## config.mk

```make
export PLATFORM = sky130hd
export DESIGN_NAME = fetch_ctrl
export DESIGN_NICKNAME = d
export VERILOG_FILES = /design/src/rtl/fetch_pkg.sv /design/src/rtl/fetch_ctrl_pc_next_sel.sv /design/src/rtl/fetch_ctrl.sv
export SDC_FILE = /design/constraint.sdc
export NUM_CORES = 1
export LEC_CHECK = 0
export ABC_AREA = 1
export CORE_AREA = 3 3 117 119
export CTS_CLUSTER_SIZE = 8
export DETAILED_ROUTE_END_ITERATION = 7
export DIE_AREA = 0 0 120 122
export PLACE_DENSITY = 0.83
export SLEW_MARGIN = 20
export SYNTH_ARGS = -nofsm -noshare
export SYNTH_HDL_FRONTEND = slang
export SYNTH_HIERARCHICAL = 1
export SYNTH_SLANG_ARGS = --single-unit
```

## constraint.sdc

```tcl
create_clock -name clk -period 6.4 [get_ports clk]
set_input_delay 1.28 -clock clk [delete_from_list [all_inputs] [get_ports clk]]
set_output_delay 1.28 -clock clk [all_outputs]
set_load 0.02 [all_outputs]
```

## src/rtl/fetch_pkg.sv

```systemverilog
// Shared definitions for the instruction fetch controller: reset/trap vectors,
// FSM state encoding and small address helpers.
package fetch_pkg;

  localparam logic [31:0] RESET_VEC_DEFAULT = 32'hBFC0_0000;
  localparam logic [31:0] TRAP_VEC_DEFAULT  = 32'hBFC0_0380;
  localparam logic [31:0] INSTR_BYTES       = 32'd4;

  typedef enum logic [1:0] {
    ST_IDLE = 2'd0,
    ST_REQ  = 2'd1,
    ST_WAIT = 2'd2,
    ST_HOLD = 2'd3
  } fetch_state_t;

  // Instructions are word aligned; any set low bit makes a target illegal.
  function automatic logic is_misaligned(input logic [31:0] addr);
    return addr[1:0] != 2'b00;
  endfunction

endpackage

```

## src/rtl/fetch_ctrl_pc_next_sel.sv

```systemverilog
// Next-PC selection for the fetch controller.
// Priority: trap > branch/jump redirect > sequential advance > hold.
module pc_next_sel
  import fetch_pkg::*;
#(
  parameter logic [31:0] TRAP_VEC = TRAP_VEC_DEFAULT
) (
  input  logic        trap_valid,
  input  logic        redirect_valid,
  input  logic [31:0] redirect_target,
  input  logic        advance,
  input  logic [31:0] pc,
  output logic [31:0] pc_next,
  output logic        redirect,
  output logic        misalign
);

  always_comb begin
    pc_next  = pc;
    misalign = 1'b0;
    redirect = trap_valid | redirect_valid;
    if (trap_valid) begin
      pc_next = TRAP_VEC;
    end else if (redirect_valid) begin
      // An unaligned target is turned into a trap rather than fetched.
      if (is_misaligned(redirect_target)) begin
        pc_next  = TRAP_VEC;
        misalign = 1'b1;
      end else begin
        pc_next = redirect_target;
      end
    end else if (advance) begin
      pc_next = pc + INSTR_BYTES;
    end
  end

endmodule

```

## src/rtl/fetch_ctrl.sv

```systemverilog
// Instruction fetch controller: single-outstanding request FSM, PC register,
// redirect/kill handling and the instruction output register toward decode.
module fetch_ctrl
  import fetch_pkg::*;
#(
  parameter logic [31:0] RESET_VEC = RESET_VEC_DEFAULT,
  parameter logic [31:0] TRAP_VEC  = TRAP_VEC_DEFAULT
) (
  input  logic        clk,
  input  logic        rst_n,
  input  logic        trap_valid,
  input  logic        redirect_valid,
  input  logic [31:0] redirect_target,
  input  logic        stall,
  output logic        imem_req,
  output logic [31:0] imem_addr,
  input  logic        imem_gnt,
  input  logic        imem_rvalid,
  input  logic [31:0] imem_rdata,
  output logic        instr_valid,
  output logic [31:0] instr,
  output logic [31:0] instr_pc,
  output logic        misalign
);

  fetch_state_t state_q, state_d;
  logic [31:0]  pc_q, pc_d;
  logic [31:0]  fetch_pc_q, fetch_pc_d;
  logic [31:0]  instr_q, instr_d;
  logic [31:0]  instr_pc_q, instr_pc_d;
  logic         instr_valid_q, instr_valid_d;
  logic         kill_q, kill_d;
  logic         misalign_q, misalign_d;

  logic granted;
  logic redirect;
  logic sel_misalign;

  assign granted = (state_q == ST_REQ) && imem_gnt;

  pc_next_sel #(
    .TRAP_VEC(TRAP_VEC)
  ) u_pc_next_sel (
    .trap_valid      (trap_valid),
    .redirect_valid  (redirect_valid),
    .redirect_target (redirect_target),
    .advance         (granted),
    .pc              (pc_q),
    .pc_next         (pc_d),
    .redirect        (redirect),
    .misalign        (sel_misalign)
  );

  always_comb begin
    // NOTE: every variable gets its default before the case, so no path
    // through this block leaves one unassigned and no latch is inferred.
    state_d       = state_q;
    fetch_pc_d    = fetch_pc_q;
    kill_d        = kill_q;
    instr_d       = instr_q;
    instr_pc_d    = instr_pc_q;
    instr_valid_d = instr_valid_q && stall;
    misalign_d    = sel_misalign;

    unique case (state_q)
      ST_IDLE: state_d = ST_REQ;

      ST_REQ: begin
        if (imem_gnt) begin
          fetch_pc_d = pc_q;
          kill_d     = redirect;
          state_d    = ST_WAIT;
        end
      end

      ST_WAIT: begin
        if (imem_rvalid) begin
          // A redirect landing with the response kills it just like an
          // earlier one would have.
          if (kill_q || redirect) begin
            kill_d  = 1'b0;
            state_d = ST_REQ;
          end else begin
            instr_d       = imem_rdata;
            instr_pc_d    = fetch_pc_q;
            instr_valid_d = 1'b1;
            state_d       = stall ? ST_HOLD : ST_REQ;
          end
        end else if (redirect) begin
          kill_d = 1'b1;
        end
      end

      ST_HOLD: begin
        if (redirect || !stall) state_d = ST_REQ;
      end

      default: state_d = ST_IDLE;
    endcase

    if (redirect) instr_valid_d = 1'b0;
  end

  always_ff @(posedge clk or negedge rst_n) begin
    if (!rst_n) begin
      state_q       <= ST_IDLE;
      pc_q          <= RESET_VEC;
      fetch_pc_q    <= '0;
      kill_q        <= 1'b0;
      instr_q       <= '0;
      instr_pc_q    <= '0;
      instr_valid_q <= 1'b0;
      misalign_q    <= 1'b0;
    end else begin
      // NOTE: non-blocking assignments so every flop samples pre-edge values.
      state_q       <= state_d;
      pc_q          <= pc_d;
      fetch_pc_q    <= fetch_pc_d;
      kill_q        <= kill_d;
      instr_q       <= instr_d;
      instr_pc_q    <= instr_pc_d;
      instr_valid_q <= instr_valid_d;
      misalign_q    <= misalign_d;
    end
  end

  assign imem_req    = (state_q == ST_REQ);
  assign imem_addr   = pc_q;
  assign instr_valid = instr_valid_q;
  assign instr       = instr_q;
  assign instr_pc    = instr_pc_q;
  assign misalign    = misalign_q;

endmodule

```

---- Word-level counts from Yosys, hierarchy flattened ----
Cells that the tools add are included.
operators by class
  add/subtract/negate cells ............... 1
  eq/ne operators ......................... 8
  muxes and demuxes ....................... 22
  bitwise operators ....................... 2
  reduce and logical (&&, ||, !) cells .... 13
operators by type and width
  kind                                                 count
  2-to-1 mux 32 bit                                    4
  adder 32 x 3 -> 32 bit, second input constant        1
  2-to-1 mux 1 bit                                     11
  2-to-1 mux 2 bit                                     5
  one-hot mux 2 bit (4 select lines)                   1
  != test 3 bit, second input constant                 2
  AND reduction 3 bit                                  2
  equality test 2 bit, second input constant           2
  != test 2 bit, second input constant                 2
  AND reduction 4 bit                                  1
  nonzero test 2 bit                                   2
  nonzero test 3 bit                                   1
  equality test 2 x 1 -> 1 bit, second input constant  1
  logical AND 1 bit                                    2
  zero test 2 bit                                      1
  logical OR 1 bit                                     2
  != test 2 x 1 -> 1 bit, second input constant        1
  one-hot mux 1 bit (2 select lines)                   1
  AND reduction 2 bit                                  1
  zero test 1 bit                                      1
  NOT 1 bit                                            1
  OR 1 bit                                             1
word-level totals
  bits in registers ....................... 133
  bits of input ports ..................... 71

---- Logic depth before layout (Yosys ltp) ----
Gate-level depths: netlist (run 1).
  word-level depth ........................ 6
  depth in mapped cells ................... 18

---- Hierarchy ----
Netlist (run 1), hierarchy kept.
by module, submodules not included
  module       times used  cells an instance  area an instance (um^2)
  fetch_ctrl   1           452                5048.6
  pc_next_sel  1           317                1490.2

---- Worst setup path before layout (run 1) ----
No wires, ideal clock.
  kind .................................... input port to flip-flop
  start ................................... input port imem_gnt
  end ..................................... register pc_q[18], in the netlist imem_addr[18]
  setup time .............................. 0.117 ns
  data arrival time ....................... 2.541 ns
  setup slack ............................. 3.742 ns
  stages .................................. 14
  cells stage by stage .................... nand2_1 inv_1 buf_4 buf_2 buf_4 nand2_2 nor2_4 nand2_4 nor2_4 nand2_4 nand2_1 nand2_1 o21ai_1 inv_1
between the ends
  word-level cells in the longest chain between the ends .. 2
RTL lines
  what                                 line               RTL
  start, declared                      fetch_ctrl.sv:17   input logic imem_gnt,
  logical AND 1 bit                    fetch_ctrl.sv:39   assign granted = (state_q == ST_REQ) && imem_gnt;
  via granted                          fetch_ctrl.sv:35   logic granted;
  nonzero test 3 bit (no source line)  --
  end signal, assigned                 fetch_ctrl.sv:117  pc_q <= pc_d;
  end, declared                        fetch_ctrl.sv:27   logic [31:0] pc_q, pc_d;
The timed path passes the listed nets, and every way through them passes these cells.
A chain may end at the register's enable or synchronous reset.

---- Worst setup path in the final report (run 1) ----
  start ................................... input port trap_valid
  end ..................................... register instr_pc_q[23], in the netlist instr_pc[23]
between the ends
  word-level cells in the longest chain between the ends .. 4
RTL lines
  what                                  line                          RTL
  start, declared                       fetch_ctrl.sv:11              input logic trap_valid,
  OR 1 bit                              fetch_ctrl_pc_next_sel.sv:21  redirect = trap_valid | redirect_valid;
  via redirect                          fetch_ctrl.sv:36              logic redirect;
  logical OR 1 bit                      fetch_ctrl.sv:80              if (kill_q || redirect) begin
  NOT 1 bit (no source line)            --
  AND reduction 3 bit (no source line)  --
  end signal, assigned                  fetch_ctrl.sv:121             instr_pc_q <= instr_pc_d;
  end, declared                         fetch_ctrl.sv:30              logic [31:0] instr_pc_q, instr_pc_d;
The timed path passes the listed nets, and every way through them passes these cells.

==> flow_metrics.py, run 1 <==
metrics = {
    "run_status": {
        "status": "complete, no violations",
    },
    "floorplan": {
        "rows": 41,
        "ioPinCount": 170,
        "die-area_um2": 14640,
        "core_um2": 12670,
        "die_h_um": 122,
        "start_util": 0.5160,
        "die-width_um": 120,
    },
    "critical_path": {
        "cp-end-kind": "flop",
        "rr_endpoint": "imem_addr[18]$_DFF_PN0_",
        "path_class": "primary input to flop",
        "crit_path_start_kind": "primary input",
        "worst_ep_required_time_ns": 6.74,
        "r2r_slack_ns": 3.67,
        "r2r_cells": 13,
        "crit_fanout": 49,
        "timing.critical_path.arrival_ns": 4.29,
        "r2r-start": "state_q[1]$_DFFE_PN0P_",
    },
    "synth": {
        "synth_top_cell_by_area": "dfrtp_1",
        "avgSynthCellArea_um2": 8.503,
        "synth_top_cell_area_share": 0.4746,
        "synth.distinct_cells": 32,
        "syn_area_um2": 6539,
        "synth_warnings": 6,
        "synth_seq_cells": 133,
        "syn_nets": 845,
        "synth.area.top_cells": "dfrtp_1 (47%), nand2_1 (11%), o21ai_2 (7.4%)",
        "ys_seq_area_frac": 0.5107,
        "syn_inst": 769,
    },
    "detailed_routing": {
        "wl_per_cell_um": 14.48,
        "ant_nets": 0,
        "drt_iter0_markers": 445,
        "via_per_inst": 4.958,
        "vias": 5513,
        "totalWireLength_mm": 16.10,
        "dr.pass1.iters": 5,
        "drcViolationCount": 0,
    },
    "cts": {
        "insertion_delay_ns": 0.41,
        "h-tree-depth": 4,
        "post_cts_buffers": 0,
        "hold_buffers": 0,
        "ctsResizeCount": 0,
        "clock_path_buffers": 2,
        "cts_root_buffer": "clkbuf_16",
        "cts_tree": "yes",
        "cts_buffers": 17,
        "clk_pin_slew_worst_paths_ns": 0.05,
        "cts_sinks": 133,
    },
    "cells_and_area": {
        "diodes": 0,
        "syn2layout_area_growth_pct": 35.30,
        "drive_gt1_frac": 0.1394,
        "fin_util": 0.6982,
        "final_common_cell": "nand2_1",
        "fin_nets": 1004,
        "layout_common_cells": "nand2_1 (193), clkdlybuf4s50_1 (168), dfrtp_1 (124), inv_1 (121)",
    },
    "hold_path": {
        "hold_class": "flop to flop",
        "holdPathEnd": "instr[18]$_DFFE_PN0P_",
        "min_from": "instr[18]$_DFFE_PN0P_",
        "hold-path-cell-count": 2,
    },
    "sta": {
        "relSlewSlack": 0.2863,
        "rsz0062_at_grt": "false",
        "final_max_slew_viol_count": 0,
        "finalSetupViolCount": 0,
        "period_minus_slack_ns": 3.957,
        "tightest_slew_ns": 1.069,
        "fin_setup_tns_ns": 0,
        "max_freq_mhz": 252.7,
        "finalHoldViolations": 0,
        "finalCritPeriodShare": 0.6182,
        "skew_ns": 0.006040,
    },
    "grt": {
        "grtUsageTotal": 0.2245,
        "antenna_found_initial": 0,
        "grt_pass1_wl_mm": 26.10,
        "overflow": 0,
        "grt_pass1_vias": 5237,
        "grt_start_max_net_pins": 89,
    },
    "placed_design": {
        "gp_congestion": 0.8751,
        "hpwl_mm": 11.25,
        "portBuffers": 169,
    },
    "flow_run": {
        "maxCapViolCount": 0,
    },
    "power_and_ir_drop": {
        "ir_drop_mv": 0.1951,
        "p_leak_nw": 4.218,
        "power_density_nw_per_um2": 389.2,
    },
}
==> worst max path at each step <==
stage	start	to	cells past startpoint
final	trap_valid	instr_pc[23]$_DFFE_PN0P_	8
after CTS	trap_valid	instr_pc[28]$_DFFE_PN0P_	8
after global routing	trap_valid	instr_pc[19]$_DFFE_PN0P_	8
after global placement	trap_valid	instr_pc[18]$_DFFE_PN0P_	8
after floorplan	imem_gnt	imem_addr[18]$_DFF_PN0_	14
after detailed placement	trap_valid	instr_pc[20]$_DFFE_PN0P_	8
==> layer usage <==
layer  vias to the layer above  share of wire  track usage
met5                         -              0            0
met4                         0          0.013      0.05727
met3                        22          0.066      0.05014
met2                       217           0.48       0.3667
met1                      2532           0.44       0.3064
li1                       2742              -            -
==> synthesized netlist by cell type <==
| cell | number |
|---|---|
| nor3_1 | 6 |
| xor2_1 | 1 |
| o21bai_1 | 2 |
| o31ai_1 | 9 |
| nor3_2 | 1 |
| dfrtp_1 | 124 |
| nor2_2 | 6 |
| inv_1 | 122 |
| nand2_1 | 193 |
| ha_1 | 5 |
| nor2_1 | 36 |
| buf_2 | 10 |
| nand3_2 | 3 |
| o21ai_1 | 13 |
| or2_2 | 1 |
| a21o_1 | 1 |
| clkbuf_1 | 7 |
| nand2_2 | 14 |
| nor2_4 | 5 |
| nand3b_1 | 2 |
| dfstp_2 | 9 |
| buf_6 | 12 |
| nand4_1 | 4 |
| o211ai_1 | 1 |
| nor4_1 | 1 |
| inv_2 | 2 |
| o21ai_0 | 57 |
| o21ai_2 | 55 |
| a21oi_1 | 4 |
| nand3_1 | 57 |
| buf_4 | 4 |
| nand2_4 | 2 |
==> report_power, final <==
group / switching (W) / total [W] / internal, W
registers: 0.000152 / 0.00128 / 0.00112
clock network: 0.000347 / 0.000962 / 0.000615
logic: 0.000668 / 0.00120 / 0.000536
total: 0.00117 / 0.00344 / 0.00228
==> per-stage QoR <==
step | setup WS (ns) | instances | hold WS [ns] | total power, W | area, µm²
finish | 2.443 | 1112 | 0.4790 | 0.003443 | 8847
floorplan | 3.742 | 769 | 0.4882 | 0.001949 | 6539
global route | 2.161 | 1112 | 0.4955 | 0.003630 | 8847
global placement | 2.171 | 1081 | 0.4620 | 0.002452 | 8255
CTS | 2.458 | 1112 | 0.4820 | 0.003472 | 8843
detailed placement | 2.037 | 1081 | 0.4675 | 0.002493 | 8255
==> sequential cells by signal (all words and copies together), names as in the netlist <==
name,cells
instr_valid,1
instr_pc,32
misalign,1
state_q,2
kill_q,1
instr,32
imem_addr,32
fetch_pc_q,32
==> critical path: stages <==
cell             delay [ns]
clkdlybuf4s50_1        0.79
inv_1                  0.43
nand2_2                0.57
inv_1                  0.18
nand3_4                0.20
buf_4                  0.55
nand2_1                0.16
o21ai_2                0.09
==> cell families (layout without fill, tap and decap cells) <==
| family | after synthesis | after routing | share of synthesized area |
|---|---|---|---|
| buffers and inverters | 157 | 328 | 0.1081 |
| adders and majority gates | 5 | 5 | 0.009568 |
| xor gates and xnor gates | 1 | 1 | 0.001340 |
| and+or+nand+nor | 331 | 331 | 0.2250 |
| DFF | 133 | 133 | 0.5107 |
| AOI/OAI and AO/OA | 142 | 142 | 0.1452 |
==> area by class of cell <==
class,instances,area [µm²]
fillers,954,3824
flip-flops and latches,133,3339
multi-input cells,479,2500
repair buffers,173,1739
clock buffers,25,495.5
inverters,124,465.4
well taps,172,215.2
clock inverters,6,92.59
Power figures use the tool's default switching activity.
==> inputs of run 2 (changes only) <==
Settings changed: CORE_AREA 3 3 117 119 to 3 3 126 128, DIE_AREA 0 0 120 122 to 0 0 129 131, PLACE_DENSITY 0.83 to 0.76.
Clock period 6.4 ns to 3.4 ns, I/O delays scaled along.
==> run 2 against run 1 <==
Largest power group unchanged. Register-to-register slack got worse by 2.4 ns. Largest cell class unchanged. Die area is 15% higher. Sequential share of layout area down 0.48 points.
==> flow_metrics.py, run 2 (same netlist as run 1, synthesis figures left out) <==
metrics = {
    "critical_path": {
        "crit_fanout": 5,
        "timing.critical_path.arrival_ns": 1.82,
        "crit_path_start_kind": "flop",
        "worst_ep_required_time_ns": 2.72,
        "r2r_slack_ns": 1.24,
        "crit_chain": "inv_1, ha_1, clkdlybuf4s50_1",
        "cp-end-kind": "primary output",
        "r2r-start": "state_q[1]$_DFFE_PN0P_",
        "path_class": "flop to primary output",
        "slowest_stage": "clkdlybuf4s50_1",
        "max_stage_delay_ns": 0.65,
        "rr_endpoint": "imem_addr[16]$_DFF_PN0_",
        "r2r_cells": 15,
    },
    "cts": {
        "cts_sinks": 133,
        "clk_pin_slew_worst_paths_ns": 0.06,
        "hold_buffers": 0,
        "h-tree-depth": 4,
        "cts_buffers": 17,
        "insertion_delay_ns": 0.42,
        "cts_root_buffer": "clkbuf_16",
        "ctsResizeCount": 0,
        "clock_path_buffers": 2,
        "cts_tree": "yes",
        "post_cts_buffers": 0,
    },
    "detailed_routing": {
        "via_per_inst": 4.818,
        "wl_per_cell_um": 14.09,
        "dr.pass1.iters": 5,
        "ant_nets": 0,
        "vias": 5492,
        "totalWireLength_mm": 16.06,
        "drt_iter0_markers": 416,
        "drcViolationCount": 0,
    },
    "grt": {
        "overflow": 0,
        "grtUsageTotal": 0.1920,
        "grt_pass1_wl_mm": 25.35,
        "antenna_found_initial": 0,
        "grt_start_max_net_pins": 61,
        "grt_pass1_vias": 5119,
    },
    "cells_and_area": {
        "fillerInstances": 1324,
        "final_common_cell": "nand2_1",
        "diodes": 0,
        "multiInputGateArea_um2": 2500,
        "syn2layout_area_growth_pct": 37.06,
        "fin_nets": 1015,
        "drive_gt1_frac": 0.1523,
        "layout_common_cells": "nand2_1 (193), clkdlybuf4s50_1 (168), dfrtp_1 (124), inv_1 (121)",
        "seq_area_um2": 3339,
    },
    "sta": {
        "rsz0062_at_grt": "false",
        "max_freq_mhz": 400.4,
        "finalSetupViolCount": 0,
        "skew_ns": 0.008740,
        "final_max_slew_viol_count": 0,
        "finalHoldViolations": 0,
        "fin_setup_tns_ns": 0,
        "period_minus_slack_ns": 2.497,
        "hold_slack_ns": 0.1866,
        "tightest_slew_ns": 0.4873,
        "finalCritPeriodShare": 0.7345,
        "relSlewSlack": 0.6751,
        "timing.final.ws_setup_ns": 0.9026,
    },
    "hold_path": {
        "hold_class": "primary input to asynchronous set/reset pin",
    },
    "placed_design": {
        "portBuffers": 169,
        "gp_congestion": 0.8999,
        "hpwl_mm": 11.57,
        "pre_cts_slack_ns": 0.7552,
    },
    "floorplan": {
        "start_util": 0.4366,
        "ioPinCount": 170,
        "die_h_um": 131,
        "die-area_um2": 16900,
        "rows": 45,
        "core_um2": 14980,
        "die-width_um": 129,
    },
    "flow_run": {
        "maxCapViolCount": 0,
    },
    "power_and_ir_drop": {
        "p_total_w": 0.006453,
        "p_leak_nw": 4.284,
        "ir_drop_mv": 0.4405,
        "power_density_nw_per_um2": 720.0,
    },
    "run_status": {
        "status": "complete, no violations",
    },
}
run 2: cell types whose count changed in the layout (fill, tap and decap cells not counted), sizes merged:
cell    before  now
clkinv       1    6
clkbuf      25   22
inv        125  124
buf          5   16
run 2: how the worst max path moves through the flow:
stage / startpoint / end / slack (ns) / cells past startpoint
after global placement: redirect_valid / instr_pc[3]$_DFFE_PN0P_ / 0.79 / 8
after CTS: state_q[1]$_DFFE_PN0P_ / imem_req / 0.87 / 3
after global routing: state_q[1]$_DFFE_PN0P_ / imem_req / 0.82 / 3
after floorplan: state_q[1]$_DFFE_PN0P_ / imem_addr[18]$_DFF_PN0_ / 1.21 / 16
after detailed placement: redirect_valid / instr_pc[3]$_DFFE_PN0P_ / 0.76 / 8
final: state_q[1]$_DFFE_PN0P_ / imem_req / 0.90 / 3
run 2: where the power goes:
part	internal (W)	switching, W	leakage, nW
registers	0.00212	0.000275	1.73
logic	0.00102	0.00125	2.27
clock network	0.00113	0.000655	0.285
run 2: cell type report:
cell class,instances,share of cell area
Clock buffer,22,0.05291
Clock inverter,10,0.01173
Inverter,124,0.05193
Multi-Input combinational cell,479,0.2789
Sequential cell,133,0.3726
Tap cell,188,0.02625
Timing Repair Buffer,184,0.2056
run 2: critical path: cells and delay by family (launching register included):
family | cells | cell delay, ns
fa+ha+maj | 1 | 0.25
buf+inv | 2 | 0.74
flops | 1 | 0.42
run 2: per-stage QoR:
stage,std cells,area [µm²],utilization
after detailed placement,1108,8383,0.5597
after CTS,1140,8962,0.5984
after global routing,1140,8962,0.5984
after global placement,1108,8383,0.5597
after floorplan,769,6539,-
final,1140,8962,0.5984
run 2: routing by layer:
layer / global-route usage / up-vias / share of wire
met5: 0 / - / 0
met4: 0.06238 / 0 / 0.011
met3: 0.04959 / 14 / 0.056
met2: 0.2963 / 181 / 0.46
met1: 0.2658 / 2532 / 0.48
li1: - / 2765 / -
